$ cat src/rtl/nn_axi_loader.sv
// AXI4-Lite initiator that drives the digit-recognition peripheral from fabric logic:
// optional magic check, pixel streaming with per-pixel counter writes, settle, result read.
module nn_axi_loader #(
  parameter logic [15:0] BASE_ADDR     = 16'h0000,
  parameter int unsigned NUM_PIXELS    = 784,
  parameter int unsigned SETTLE_CYCLES = 16,
  parameter int unsigned CHECK_MAGIC   = 1
) (
  input  logic        clk,
  input  logic        reset,
  input  logic        start,
  input  logic        pix_valid,
  input  logic [23:0] pix_data,
  output logic        pix_ready,
  output logic        busy,
  output logic        done,
  output logic        error,
  output logic [1:0]  err_code,
  output logic [23:0] result,
  output logic        m_axi_awvalid,
  output logic [15:0] m_axi_awaddr,
  output logic [2:0]  m_axi_awprot,
  input  logic        m_axi_awready,
  output logic        m_axi_wvalid,
  output logic [31:0] m_axi_wdata,
  output logic [3:0]  m_axi_wstrb,
  input  logic        m_axi_wready,
  input  logic        m_axi_bvalid,
  input  logic [1:0]  m_axi_bresp,
  output logic        m_axi_bready,
  output logic        m_axi_arvalid,
  output logic [15:0] m_axi_araddr,
  output logic [2:0]  m_axi_arprot,
  input  logic        m_axi_arready,
  input  logic        m_axi_rvalid,
  input  logic [1:0]  m_axi_rresp,
  input  logic [31:0] m_axi_rdata,
  output logic        m_axi_rready
);

  localparam int unsigned IDX_W = $clog2(NUM_PIXELS + 1);
  localparam int unsigned SET_W = $clog2(SETTLE_CYCLES + 1);
  localparam logic [15:0] MAGIC_ADDR = BASE_ADDR + 16'h0008;
  localparam logic [15:0] PIX_ADDR   = BASE_ADDR + 16'h000C;
  localparam logic [15:0] CNT_ADDR   = BASE_ADDR + 16'h0010;
  localparam logic [15:0] RES_ADDR   = BASE_ADDR + 16'h0014;
  localparam logic [31:0] MAGIC_VAL  = 32'h4746_5550;

  typedef enum logic [3:0] {
    S_IDLE, S_MAG_AR, S_MAG_R, S_PIX, S_WR, S_WB, S_SETTLE, S_RES_AR, S_RES_R, S_FIN
  } state_t;

  state_t            state_q, state_d;
  logic [IDX_W-1:0]  idx_q, idx_d, idx_inc;
  logic [SET_W-1:0]  settle_q, settle_d;
  logic              target_q, target_d;   // 0: pixel register, 1: counter register
  logic              pix_ready_q, pix_ready_d;
  logic              busy_q, busy_d, done_q, done_d, error_q, error_d;
  logic [1:0]        err_code_q, err_code_d;
  logic [23:0]       result_q, result_d;
  logic              awvalid_q, awvalid_d, wvalid_q, wvalid_d, bready_q, bready_d;
  logic              arvalid_q, arvalid_d, rready_q, rready_d;
  logic [15:0]       awaddr_q, awaddr_d, araddr_q, araddr_d;
  logic [31:0]       wdata_q, wdata_d;

  always_comb begin
    state_d     = state_q;
    idx_d       = idx_q;
    settle_d    = settle_q;
    target_d    = target_q;
    pix_ready_d = pix_ready_q;
    busy_d      = busy_q;
    done_d      = 1'b0;
    error_d     = error_q;
    err_code_d  = err_code_q;
    result_d    = result_q;
    awvalid_d   = awvalid_q;
    wvalid_d    = wvalid_q;
    bready_d    = bready_q;
    arvalid_d   = arvalid_q;
    rready_d    = rready_q;
    awaddr_d    = awaddr_q;
    araddr_d    = araddr_q;
    wdata_d     = wdata_q;
    idx_inc     = idx_q + IDX_W'(1);

    unique case (state_q)
      S_IDLE: begin
        if (start) begin
          busy_d     = 1'b1;
          error_d    = 1'b0;
          err_code_d = 2'd0;
          idx_d      = '0;
          if (CHECK_MAGIC != 0) begin
            state_d   = S_MAG_AR;
            arvalid_d = 1'b1;
            araddr_d  = MAGIC_ADDR;
          end else begin
            state_d     = S_PIX;
            pix_ready_d = 1'b1;
          end
        end
      end
      S_MAG_AR, S_RES_AR: begin
        if (m_axi_arready) begin
          arvalid_d = 1'b0;
          rready_d  = 1'b1;
          state_d   = (state_q == S_MAG_AR) ? S_MAG_R : S_RES_R;
        end
      end
      S_MAG_R: begin
        if (m_axi_rvalid) begin
          rready_d = 1'b0;
          if (m_axi_rresp != 2'b00 || m_axi_rdata != MAGIC_VAL) begin
            error_d    = 1'b1;
            err_code_d = (m_axi_rresp != 2'b00) ? 2'd3 : 2'd1;
            done_d     = 1'b1;
            busy_d     = 1'b0;
            state_d    = S_FIN;
          end else begin
            pix_ready_d = 1'b1;
            state_d     = S_PIX;
          end
        end
      end
      S_PIX: begin
        if (pix_valid) begin
          pix_ready_d = 1'b0;
          target_d    = 1'b0;
          awvalid_d   = 1'b1;
          wvalid_d    = 1'b1;
          awaddr_d    = PIX_ADDR;
          wdata_d     = {8'h00, pix_data};
          state_d     = S_WR;
        end
      end
      S_WR: begin
        // Address and data channels retire independently; move on once both are done.
        if (awvalid_q && m_axi_awready) awvalid_d = 1'b0;
        if (wvalid_q && m_axi_wready)   wvalid_d  = 1'b0;
        if (!awvalid_d && !wvalid_d) begin
          bready_d = 1'b1;
          state_d  = S_WB;
        end
      end
      S_WB: begin
        if (m_axi_bvalid) begin
          bready_d = 1'b0;
          if (m_axi_bresp != 2'b00) begin
            error_d    = 1'b1;
            err_code_d = 2'd2;
            done_d     = 1'b1;
            busy_d     = 1'b0;
            state_d    = S_FIN;
          end else if (!target_q) begin
            target_d  = 1'b1;
            awvalid_d = 1'b1;
            wvalid_d  = 1'b1;
            awaddr_d  = CNT_ADDR;
            wdata_d   = 32'(idx_q);
            state_d   = S_WR;
          end else begin
            idx_d = idx_inc;
            if (idx_inc == IDX_W'(NUM_PIXELS)) begin
              settle_d = '0;
              state_d  = S_SETTLE;
            end else begin
              pix_ready_d = 1'b1;
              state_d     = S_PIX;
            end
          end
        end
      end
      S_SETTLE: begin
        if (settle_q == SET_W'(SETTLE_CYCLES - 1)) begin
          arvalid_d = 1'b1;
          araddr_d  = RES_ADDR;
          state_d   = S_RES_AR;
        end else begin
          settle_d = settle_q + SET_W'(1);
        end
      end
      S_RES_R: begin
        if (m_axi_rvalid) begin
          rready_d = 1'b0;
          if (m_axi_rresp != 2'b00) begin
            error_d    = 1'b1;
            err_code_d = 2'd3;
          end else begin
            result_d = m_axi_rdata[23:0];
          end
          done_d  = 1'b1;
          busy_d  = 1'b0;
          state_d = S_FIN;
        end
      end
      S_FIN: state_d = S_IDLE;
      default: state_d = S_IDLE;
    endcase
  end

  always_ff @(posedge clk) begin
    if (reset) begin
      state_q     <= S_IDLE;
      idx_q       <= '0;
      settle_q    <= '0;
      target_q    <= 1'b0;
      pix_ready_q <= 1'b0;
      busy_q      <= 1'b0;
      done_q      <= 1'b0;
      error_q     <= 1'b0;
      err_code_q  <= 2'd0;
      result_q    <= '0;
      awvalid_q   <= 1'b0;
      wvalid_q    <= 1'b0;
      bready_q    <= 1'b0;
      arvalid_q   <= 1'b0;
      rready_q    <= 1'b0;
      awaddr_q    <= '0;
      araddr_q    <= '0;
      wdata_q     <= '0;
    end else begin
      state_q     <= state_d;
      idx_q       <= idx_d;
      settle_q    <= settle_d;
      target_q    <= target_d;
      pix_ready_q <= pix_ready_d;
      busy_q      <= busy_d;
      done_q      <= done_d;
      error_q     <= error_d;
      err_code_q  <= err_code_d;
      result_q    <= result_d;
      awvalid_q   <= awvalid_d;
      wvalid_q    <= wvalid_d;
      bready_q    <= bready_d;
      arvalid_q   <= arvalid_d;
      rready_q    <= rready_d;
      awaddr_q    <= awaddr_d;
      araddr_q    <= araddr_d;
      wdata_q     <= wdata_d;
    end
  end

  assign pix_ready     = pix_ready_q;
  assign busy          = busy_q;
  assign done          = done_q;
  assign error         = error_q;
  assign err_code      = err_code_q;
  assign result        = result_q;
  assign m_axi_awvalid = awvalid_q;
  assign m_axi_awaddr  = awaddr_q;
  assign m_axi_awprot  = 3'b000;
  assign m_axi_wvalid  = wvalid_q;
  assign m_axi_wdata   = wdata_q;
  assign m_axi_wstrb   = 4'hF;
  assign m_axi_bready  = bready_q;
  assign m_axi_arvalid = arvalid_q;
  assign m_axi_araddr  = araddr_q;
  assign m_axi_arprot  = 3'b000;
  assign m_axi_rready  = rready_q;

endmodule

$ cat config.mk
export PLATFORM = sky130hd
export DESIGN_NAME = nn_axi_loader
export DESIGN_NICKNAME = d
export VERILOG_FILES = /design/src/rtl/nn_axi_loader.sv
export SDC_FILE = /design/constraint.sdc
export NUM_CORES = 1
export LEC_CHECK = 0
export CORE_UTILIZATION = 35
export CTS_CLUSTER_SIZE = 24
export DETAILED_ROUTE_END_ITERATION = 7
export PLACE_DENSITY = 0.66
export SLEW_MARGIN = 20
export SYNTH_ARGS = -nofsm -noshare
export SYNTH_HDL_FRONTEND = slang
export SYNTH_SLANG_ARGS = --single-unit
$ cat constraint.sdc
create_clock -name clk -period 4.65 [get_ports clk]
set_input_delay 0.93 -clock clk [delete_from_list [all_inputs] [get_ports clk]]
set_output_delay 0.93 -clock clk [all_outputs]
set_load 0.01 [all_outputs]
Word-level counts from Yosys, hierarchy flattened:

Index checks and enable logic that the tools add are counted.

* register bits: 119
* bits of input ports: 69
* output and inout bits: 109
* word-level logic and storage cells: 183

* add/sub/neg operators: 2
* eq/ne operators: 30
* muxes and demuxes: 97
* bitwise operators: 1
* reductions and logical operators: 35

Operators with widths (number)
* $mux W32: 4
* $mux W16: 6
* $pmux W16 S2: 2
* $pmux W32 S2: 1
* $mux W4: 11
* $mux W1: 40
* $mux W10: 4
* $ne A2 B2 Y1 const B: 18
* $ne A32 B31 Y1 const B: 1
* $pmux W4 S8: 1
* $mux W5: 5
* $reduce_and A8 Y1: 3
* $pmux W10 S2: 1
* $eq A4 B3 Y1 const B: 4
* $mux W2: 8
* $reduce_bool A2 Y1: 8
* $pmux W1 S3: 5
* $reduce_and A5 Y1: 3
* $reduce_and A3 Y1: 4
* $add A10 B1 Y10 const B: 1
* $eq A10 B10 Y1 const B: 1
* $pmux W5 S2: 1
* $reduce_bool A3 Y1: 3
* $eq A4 B2 Y1 const B: 2
* 19 further kinds: 28

Logic depth before layout (Yosys ltp):

Gate-level depths: netlist of run 1.

* depth in word-level cells: 7
* gate-level depth with buffers: 9
* gate-level depth less buffers: 9

Least setup slack after synthesis of run 1:

No wires, ideal clock.

* path type: input to register
* start point: input port m_axi_bresp[1]
* end point: register wdata_q[5], in the netlist m_axi_wdata[5]
* setup time: 91 ps
* data arrival time: 2259 ps
* required time: 4559 ps
* path slack: 2300 ps
* stages on the path: 7
* path buffers: 1
* cell sequence: or2_2 -> nor3_1 -> nand2_1 -> a21oi_2 -> buf_2 -> nor2_1 -> a311oi_1

* word-level cells in the longest chain between the ends: 3

Ends and longest elaborated chain
* start, declared: line 29 `input logic [1:0] m_axi_bresp,`
* $reduce_bool A2 Y1: line 149 `if (m_axi_bresp != 2'b00) begin`
* $ne A2 B2 Y1 (no source line)
* $reduce_and A5 Y1 (no source line)
* end signal, assigned: line 240 `wdata_q <= wdata_d;`
* end, declared: line 64 `logic [31:0] wdata_q, wdata_d;`

No other way between the ends.
A chain may end at the register's enable or synchronous reset.

Worst setup path in the final report of run 1:

* start point: register state_q[0]
* end point: register idx_q[8]

* word-level cells in the longest chain between the ends: 3
* elaborated cells on any way between the ends: 9
* classes of those cells: 5 x eq/ne; 1 x mux; 3 x reduce/logical

Ends and longest elaborated chain
* start, declared: line 53 `state_t state_q, state_d;`
* start signal, assigned: line 223 `state_q <= state_d;`
* $eq A4 B3 Y1 / $logic_not A4 Y1 (equally long branches): line 87 `unique case (state_q)`
* $ne A2 B2 Y1 (no source line) / $reduce_bool A2 Y1 (equally long branches)
* $reduce_and A5 Y1 (no source line)
* end signal, assigned: line 224 `idx_q <= idx_d;`
* end, declared: line 54 `logic [IDX_W-1:0] idx_q, idx_d, idx_inc;`

Parallel ways exist; a longest one is shown, timed or not.

==> out/qor.csv, run 1 <==
stage,metric,value,unit
sta,total negative setup slack,0,ns
synthesis,library cells used by synthesis,71,
sta,relative slew slack,0.347,
place,instance count after placement with tap cells included,821,
synthesis,most common cell in the netlist,sky130_fd_sc_hd__nand2_1,
sta,crit path time final,2.82,ns
place,RePlAce Congestion,0.836,
worst_setup_path,Critical Path AT,3.07,ns
hold_path,path type of the worst min-delay path,flop to flop,
power,static power due to leakage,0.00213,uW
worst_setup_path,crit path kind,flop to flop,
sta,actual slew at the worst max-slew pin,0.977,ns
worst_setup_path,reg2reg setup slack,1.83,ns
hold_path,end point of the most critical hold path,result[5],
place,half-perimeter wire length after detailed placement,8520,um
floorplanning,Starting Density,0.361,
floorplanning,# rows,40,
worst_setup_path,worst flop-to-flop path startpoint,state_q[0],
sta,smallest setup slack after layout,1.83,ns
floorplanning,core area,0.0121,sq mm
synthesis,combined area of all synthesized cells,0.00435,sq mm
power,Worst IR Drop VDD,191,uV
sta,unrepaired setup endpoints after global routing,false,
clocking,clock root buffer,sky130_fd_sc_hd__clkbuf_16,
floorplanning,IO Pins,178,
clocking,clk buf depth,2,
synthesis,Post-Synthesis Mean Instance Area,7.78,sq um
clocking,Post-CTS Setup Repair Bufs,0,
clocking,clock-pin slew on the worst setup and hold paths,0.06,ns
synthesis,cell type with the highest aggregate area in the netlist,sky130_fd_sc_hd__dfxtp_1,
sta,setup clock skew after layout,0.00564,ns
synthesis,most frequent cells after synthesis,"109 x sky130_fd_sc_hd__nand2_1, 83 x sky130_fd_sc_hd__dfxtp_1, 62 x sky130_fd_sc_hd__a21oi_1",
place,pre-CTS WS,1.59,ns
floorplanning,x dimension of the die,113,um
synthesis,Main synth FF type,sky130_fd_sc_hd__dfxtp_1,
synthesis,number of warnings printed during yosys synthesis,0,
global_routing,first-pass GRT wire length,19200,um
final_layout,layout cell share with drive strength beyond 1,0.0405,
clocking,CTS tree,yes,
route,Pre-Repair DR Iteration Count,5,
clocking,number of buffers created by CTS,9,
floorplanning,die extent in y,113,um
clocking,hold_buf cts,0,
route,Residual DRC,0,
worst_setup_path,type of origin of the critical path,flop,
clocking,clock sinks,83,
hold_path,startpoint of the lowest-slack hold path,result[5],
sta,final-report max-slew violation count,0,
sta,final critical-path share of the clock period,0.606,
place,IO Port Bufs,133,
global_routing,largest net degree at the start of global routing,48,
run,count of max-cap constraint violations,0,
synthesis,flip-flop and latch count after synthesis,83,
synthesis,number of cells produced by synthesis,559,
synthesis,cell types occupying the most area after synthesis,"sky130_fd_sc_hd__dfxtp_1 38%, sky130_fd_sc_hd__nand2_1 9.4%, sky130_fd_sc_hd__buf_4 7.9%",
hold_path,number of cells traversed by the worst hold path,2,
worst_setup_path,critical register-to-register path endpoint,idx_q[8],
clocking,H-tree depth,3,
worst_setup_path,endpoint kind of the worst setup timing path,flop,
worst_setup_path,cell depth of the worst flop-to-flop path,5,
final_layout,area grow syn2layout,34.6,%
floorplanning,floorplan die area,0.0129,sq mm
worst_setup_path,worst-path maximum fanout,24,
final_layout,Final Net Count,736,
sta,Setup Viol. Count Final,0,
sta,Max Clock Freq,355,MHz
worst_setup_path,longest individual stage delay on the worst path,0.86,ns
route,total via count after detailed routing,4185,
synthesis,portion of synthesized cell area occupied by the leading cell type,0.382,
global_routing,antenna violations before repair,0,
route,remaining number of nets flagged by the antenna check after routing,0,
clocking,clock insertion delay at the later pin of the skew report,0.33,ns
synthesis,number of flops mapped to enable cells by yosys,0,
worst_setup_path,slowest cell on the critical path,sky130_fd_sc_hd__dfxtp_1,
outcome,outcome,completed,
global_routing,global-route usage over all layers,0.185,
final_layout,combined area of the multi-input logic cells,0.00227,sq mm
sta,final hold violation count,0,
power,Cell Pwr Density,405,mW/mm^2
route,Avg Vias per Cell,5.01,
global_routing,via count of the first global-routing pass,3984,
final_layout,filler instances,1198,
synthesis,asr flop ratio synth,0,
clocking,"Gates resized, CTS repair",0,
final_layout,antenna cells,0,
global_routing,grt ovf,0,
final_layout,final cell count without fillers,835,
worst_setup_path,CP cell instances,and4bb_1 -> nand2_4 -> or3_1 -> or3_1 -> a31oi_1,
worst_setup_path,WP data required,4.90,ns
worst_setup_path,most frequent cell on the critical path,sky130_fd_sc_hd__or3_1,
route,WL per Instance,14.2,um
final_layout,Sequential Area,0.00166,sq mm
route,wire length after detailed routing,11900,um
synthesis,proportion of synthesized chip area in sequential cells,0.382,
route,number of DRC markers in iteration 0,238,
[state kept, by name, summed over array words and instances, names as in the netlist, 2 cells and up]
register,count
m_axi_awaddr,2
err_code,2
idx_q,10
m_axi_wdata,24
state_q,4
settle_q,5
result,24
m_axi_araddr,2
[through the flow]
stage | hold slack (ns) | total power, uW | utilization | area [sq um]
2_1_floorplan | 0.442 | 1360 | - | 4510
3_3_place_gp | 0.438 | 1600 | 0.459 | 5540
3_5_place_dp | 0.448 | 1610 | 0.459 | 5540
4_1_cts | 0.454 | 2380 | 0.485 | 5860
5_1_grt | 0.475 | 2500 | 0.485 | 5860
6_report | 0.451 | 2370 | 0.485 | 5860
[critical path, delay by kind of cell (launching register included)]
kind | cells | cell delay (ns)
and+or+nand+nor | 4 | 1.75
AOI/OAI and AO/OA | 1 | 0.13
DFF | 1 | 0.86
[cell type report]
class / count / share of cell area
multi-input cells: 422 / 0.388
clock inverters: 2 / 0.0103
flip-flops and latches: 83 / 0.284
inverters: 12 / 0.00769
well taps: 168 / 0.0359
clock buffers: 12 / 0.0438
repair buffers: 136 / 0.230
[where the power goes]
part	total [uW]	switching [uW]	internal, uW	leakage, uW
combinational	715	369	346	0.00130
sequential	894	103	791	0.000672
clock	764	270	494	0.000155
[worst max-delay path by stage]
| stage | start | end | slack, ns | cells past startpoint |
|---|---|---|---|---|
| floorplan | m_axi_bresp[1] | m_axi_wdata[5] | 2.30 | 7 |
| global placement | m_axi_rvalid | err_code[1] | 1.63 | 7 |
| detailed placement | m_axi_rvalid | err_code[1] | 1.59 | 7 |
| CTS | state_q[0] | idx_q[8] | 1.89 | 5 |
| global route | state_q[2] | idx_q[7] | 1.63 | 5 |
| finish | state_q[0] | idx_q[8] | 1.83 | 5 |
[routing by layer]
layer,global-route usage,vias up,wire (um)
met5,0,-,0
met4,0.0658,0,137
met3,0.0319,9,545
met2,0.327,138,6030
met1,0.226,1974,5140
li1,-,2064,-
[layout by cell type (no fill, tap or decap), types with 6 or more instances in the layout]
master / n
sky130_fd_sc_hd__inv_1: 12
sky130_fd_sc_hd__a21oi_1: 62
sky130_fd_sc_hd__clkbuf_16: 9
sky130_fd_sc_hd__or3_1: 6
sky130_fd_sc_hd__nand3_1: 23
sky130_fd_sc_hd__o21ai_0: 12
sky130_fd_sc_hd__a311oi_1: 11
sky130_fd_sc_hd__nor2_1: 39
sky130_fd_sc_hd__conb_1: 44
sky130_fd_sc_hd__nor3_1: 8
sky130_fd_sc_hd__and3_1: 6
sky130_fd_sc_hd__nand2_1: 109
sky130_fd_sc_hd__clkdlybuf4s50_1: 132
sky130_fd_sc_hd__dfxtp_1: 83
[kinds of logic after synthesis]
kind of cell | share of synthesized area
multiplexers | 0.00460
flip-flops | 0.382
adder cells (fa/ha/maj) | 0.0109
buffers and inverters | 0.131
XOR/XNOR | 0.00604
AO/OA/AOI/OAI | 0.187
other | 0.00173
AND/OR/NAND/NOR | 0.276
Power figures use the tool's default switching activity.
==> run 2, diff against run 1 <==
PLACE_DENSITY = 0.69   (was 0.66)
clock period = 2.3 ns   (was 4.65 ns; I/O delays follow)
==> run 2 against run 1 <==
  * Count of clock-buffer cells in the layout down 1
  * Non-clock buffer count up 32
  * First-iteration DRC count up 7.1%
  * Largest power group is now combinational cells
  * Sequential power up 90%
  * Flip-flop and latch count unchanged
  * Final area up 4.0%
  * Cell count up 3.8%
  * Largest cell class unchanged
==> out/qor.csv, run 2 (synthesis gave the netlist of run 1 again) <==
stage,metric,value,unit,change
outcome,outcome,completed,,
route,Residual DRC,0,,unchanged
clocking,CTS tree,yes,,
place,pre-CTS WS,-0.172,ns,-1.76 ns
sta,Max Clock Freq,461,MHz,+30%
worst_setup_path,worst-path maximum fanout,4,,-83%
global_routing,met2 Use GR,0.328,,+0.000813
floorplanning,x dimension of the die,113,um,unchanged
route,WL per Instance,13.7,um,-3.3%
route,wire length after detailed routing,11900,um,+0.46%
global_routing,first-pass GRT wire length,19600,um,+1.8%
worst_setup_path,reg2reg setup slack,0.13,ns,-1.70 ns
sta,final-report max-slew violation count,0,,unchanged
sta,actual slew at the worst max-slew pin,0.525,ns,-0.452 ns
route,Pre-Repair DR Iteration Count,5,,unchanged
worst_setup_path,worst flop-to-flop path startpoint,settle_q[1],,
floorplanning,die extent in y,113,um,unchanged
clocking,Post-CTS Setup Repair Bufs,0,,unchanged
global_routing,met1 demand-to-capacity share in global routing,0.226,,about the same
final_layout,final standard cell area without fillers,0.00609,sq mm,+4.0%
power,Total Power Consumption,4810,uW,+100%
worst_setup_path,CP startpoint,settle_q[1],,
sta,hold_ws,0.451,ns,+0.0000250 ns
floorplanning,floorplan die area,0.0129,sq mm,unchanged
route,Avg Vias per Cell,5.01,,about the same
worst_setup_path,critical register-to-register path endpoint,m_axi_araddr[3],,
power,static power due to leakage,0.00228,uW,+7.0%
global_routing,global-route usage over all layers,0.190,,+0.00530
floorplanning,Starting Density,0.361,,unchanged
clocking,clock-pin slew on the worst setup and hold paths,0.06,ns,about the same
place,RePlAce Congestion,0.867,,+3.7%
sta,smallest setup slack after layout,0.129,ns,-1.70 ns
final_layout,area grow syn2layout,40.0,%,
worst_setup_path,crit path kind,flop to flop,,
worst_setup_path,cell depth of the worst flop-to-flop path,8,,+3
route,number of DRC markers in iteration 0,255,,+7.1%
sta,unrepaired setup endpoints after global routing,false,,
route,total via count after detailed routing,4347,,+3.9%
final_layout,Sequential Area,0.00166,sq mm,unchanged
sta,final hold violation count,0,,unchanged
power,Cell Pwr Density,790,mW/mm^2,+95%
final_layout,layout cell share with drive strength beyond 1,0.0901,,+0.0496
worst_setup_path,Critical Path AT,2.45,ns,-0.62 ns
clocking,H-tree depth,3,,unchanged
worst_setup_path,endpoint kind of the worst setup timing path,flop,,
floorplanning,IO Pins,178,,unchanged
global_routing,largest net degree at the start of global routing,36,,-25%
place,IO Port Bufs,133,,unchanged
sta,Setup Viol. Count Final,0,,unchanged
floorplanning,core area,0.0121,sq mm,unchanged
place,total placed instance area,0.00579,sq mm,+4.6%
final_layout,filler instances,1165,,-2.8%
clocking,hold_buf cts,0,,unchanged
final_layout,combined area of the multi-input logic cells,0.00229,sq mm,+0.61%
global_routing,grt ovf,0,,unchanged
hold_path,end point of the most critical hold path,m_axi_wdata[12],,
place,half-perimeter wire length after detailed placement,8870,um,+4.0%
final_layout,most frequent cells in the layout,"132 x sky130_fd_sc_hd__clkdlybuf4s50_1, 109 x sky130_fd_sc_hd__nand2_1, 83 x sky130_fd_sc_hd__dfxtp_1, 62 x sky130_fd_sc_hd__a21oi_1, 44 x sky130_fd_sc_hd__conb_1",,
sta,relative slew slack,0.650,,+0.303
sta,final critical-path share of the clock period,0.944,,+0.338
power,Worst IR Drop VDD,413,uV,+120%
route,remaining number of nets flagged by the antenna check after routing,0,,unchanged
clocking,clock root buffer,sky130_fd_sc_hd__clkbuf_16,,
global_routing,grt peak-use layer,met2,,
clocking,clock sinks,83,,unchanged
final_layout,"most common cell after layout, fill and taps aside",sky130_fd_sc_hd__clkdlybuf4s50_1,,
hold_path,number of cells traversed by the worst hold path,2,,unchanged
worst_setup_path,WP data required,2.58,ns,-2.32 ns
global_routing,antenna violations before repair,0,,unchanged
hold_path,startpoint of the lowest-slack hold path,m_axi_wdata[12],,
run,count of max-cap constraint violations,0,,unchanged
floorplanning,# rows,40,,unchanged
global_routing,fraction of met3 tracks used by global routing,0.0430,,+0.0112
clocking,"Gates resized, CTS repair",0,,unchanged
sta,crit path time final,2.17,ns,-0.648 ns
sta,setup clock skew after layout,0.00423,ns,-0.00141 ns
hold_path,path type of the worst min-delay path,flop to flop,,
final_layout,antenna cells,0,,unchanged
clocking,number of buffers created by CTS,9,,unchanged
clocking,clock insertion delay at the later pin of the skew report,0.34,ns,about the same
worst_setup_path,type of origin of the critical path,flop,,
global_routing,via count of the first global-routing pass,4156,,+4.3%
clocking,clk buf depth,2,,unchanged
final_layout,Final Net Count,768,,+4.3%
[run 2: cell type report]
class                           count  area share
Multi-Input combinational cell    422       0.376
Inverter                           12     0.00740
Timing Repair Buffer              168       0.263
Tap cell                          168      0.0345
Sequential cell                    83       0.273
Clock inverter                      3     0.00658
Clock buffer                       11      0.0399
[run 2: metrics by stage]
step | TNS, ns | cells | utilization
2_1_floorplan | 0 | 601 | -
3_3_place_gp | -1.56 | 853 | 0.480
3_5_place_dp | -3.95 | 853 | 0.480
4_1_cts | 0 | 867 | 0.504
5_1_grt | 0 | 867 | 0.505
6_report | 0 | 867 | 0.505
[run 2: power by group]
| group | total, uW | leakage, uW | switching [uW] | internal (uW) |
|---|---|---|---|---|
| Clock | 1400 | 0.000141 | 543 | 854 |
| Combinational | 1710 | 0.00146 | 882 | 827 |
| Sequential | 1700 | 0.000672 | 103 | 1600 |
[run 2: worst max path at each step]
stage	slack, ns	cells after the start	to
6_report	0.13	8	m_axi_araddr[3]
5_1_grt	0.008	8	idx_q[4]
4_1_cts	0.06	8	m_axi_rready
3_5_place_dp	-0.17	8	m_axi_wdata[4]
3_3_place_gp	-0.18	8	err_code[1]
2_1_floorplan	0.12	8	m_axi_araddr[2]
[run 2: metal layers]
layer,wire [um],share of wire
met1,5030,0.42
met2,5900,0.50
met3,728,0.061
met4,251,0.021
met5,0,0
[run 2: worst max-delay path: stages (launching register included)]
cell                      delay (ns)
sky130_fd_sc_hd__dfxtp_1        0.35
sky130_fd_sc_hd__ha_2           0.20
sky130_fd_sc_hd__and3_1         0.17
sky130_fd_sc_hd__ha_1           0.17
sky130_fd_sc_hd__and3b_1        0.18
sky130_fd_sc_hd__o21a_1         0.20
sky130_fd_sc_hd__or4b_4         0.54
sky130_fd_sc_hd__nor2_1         0.14
sky130_fd_sc_hd__o211a_1        0.16
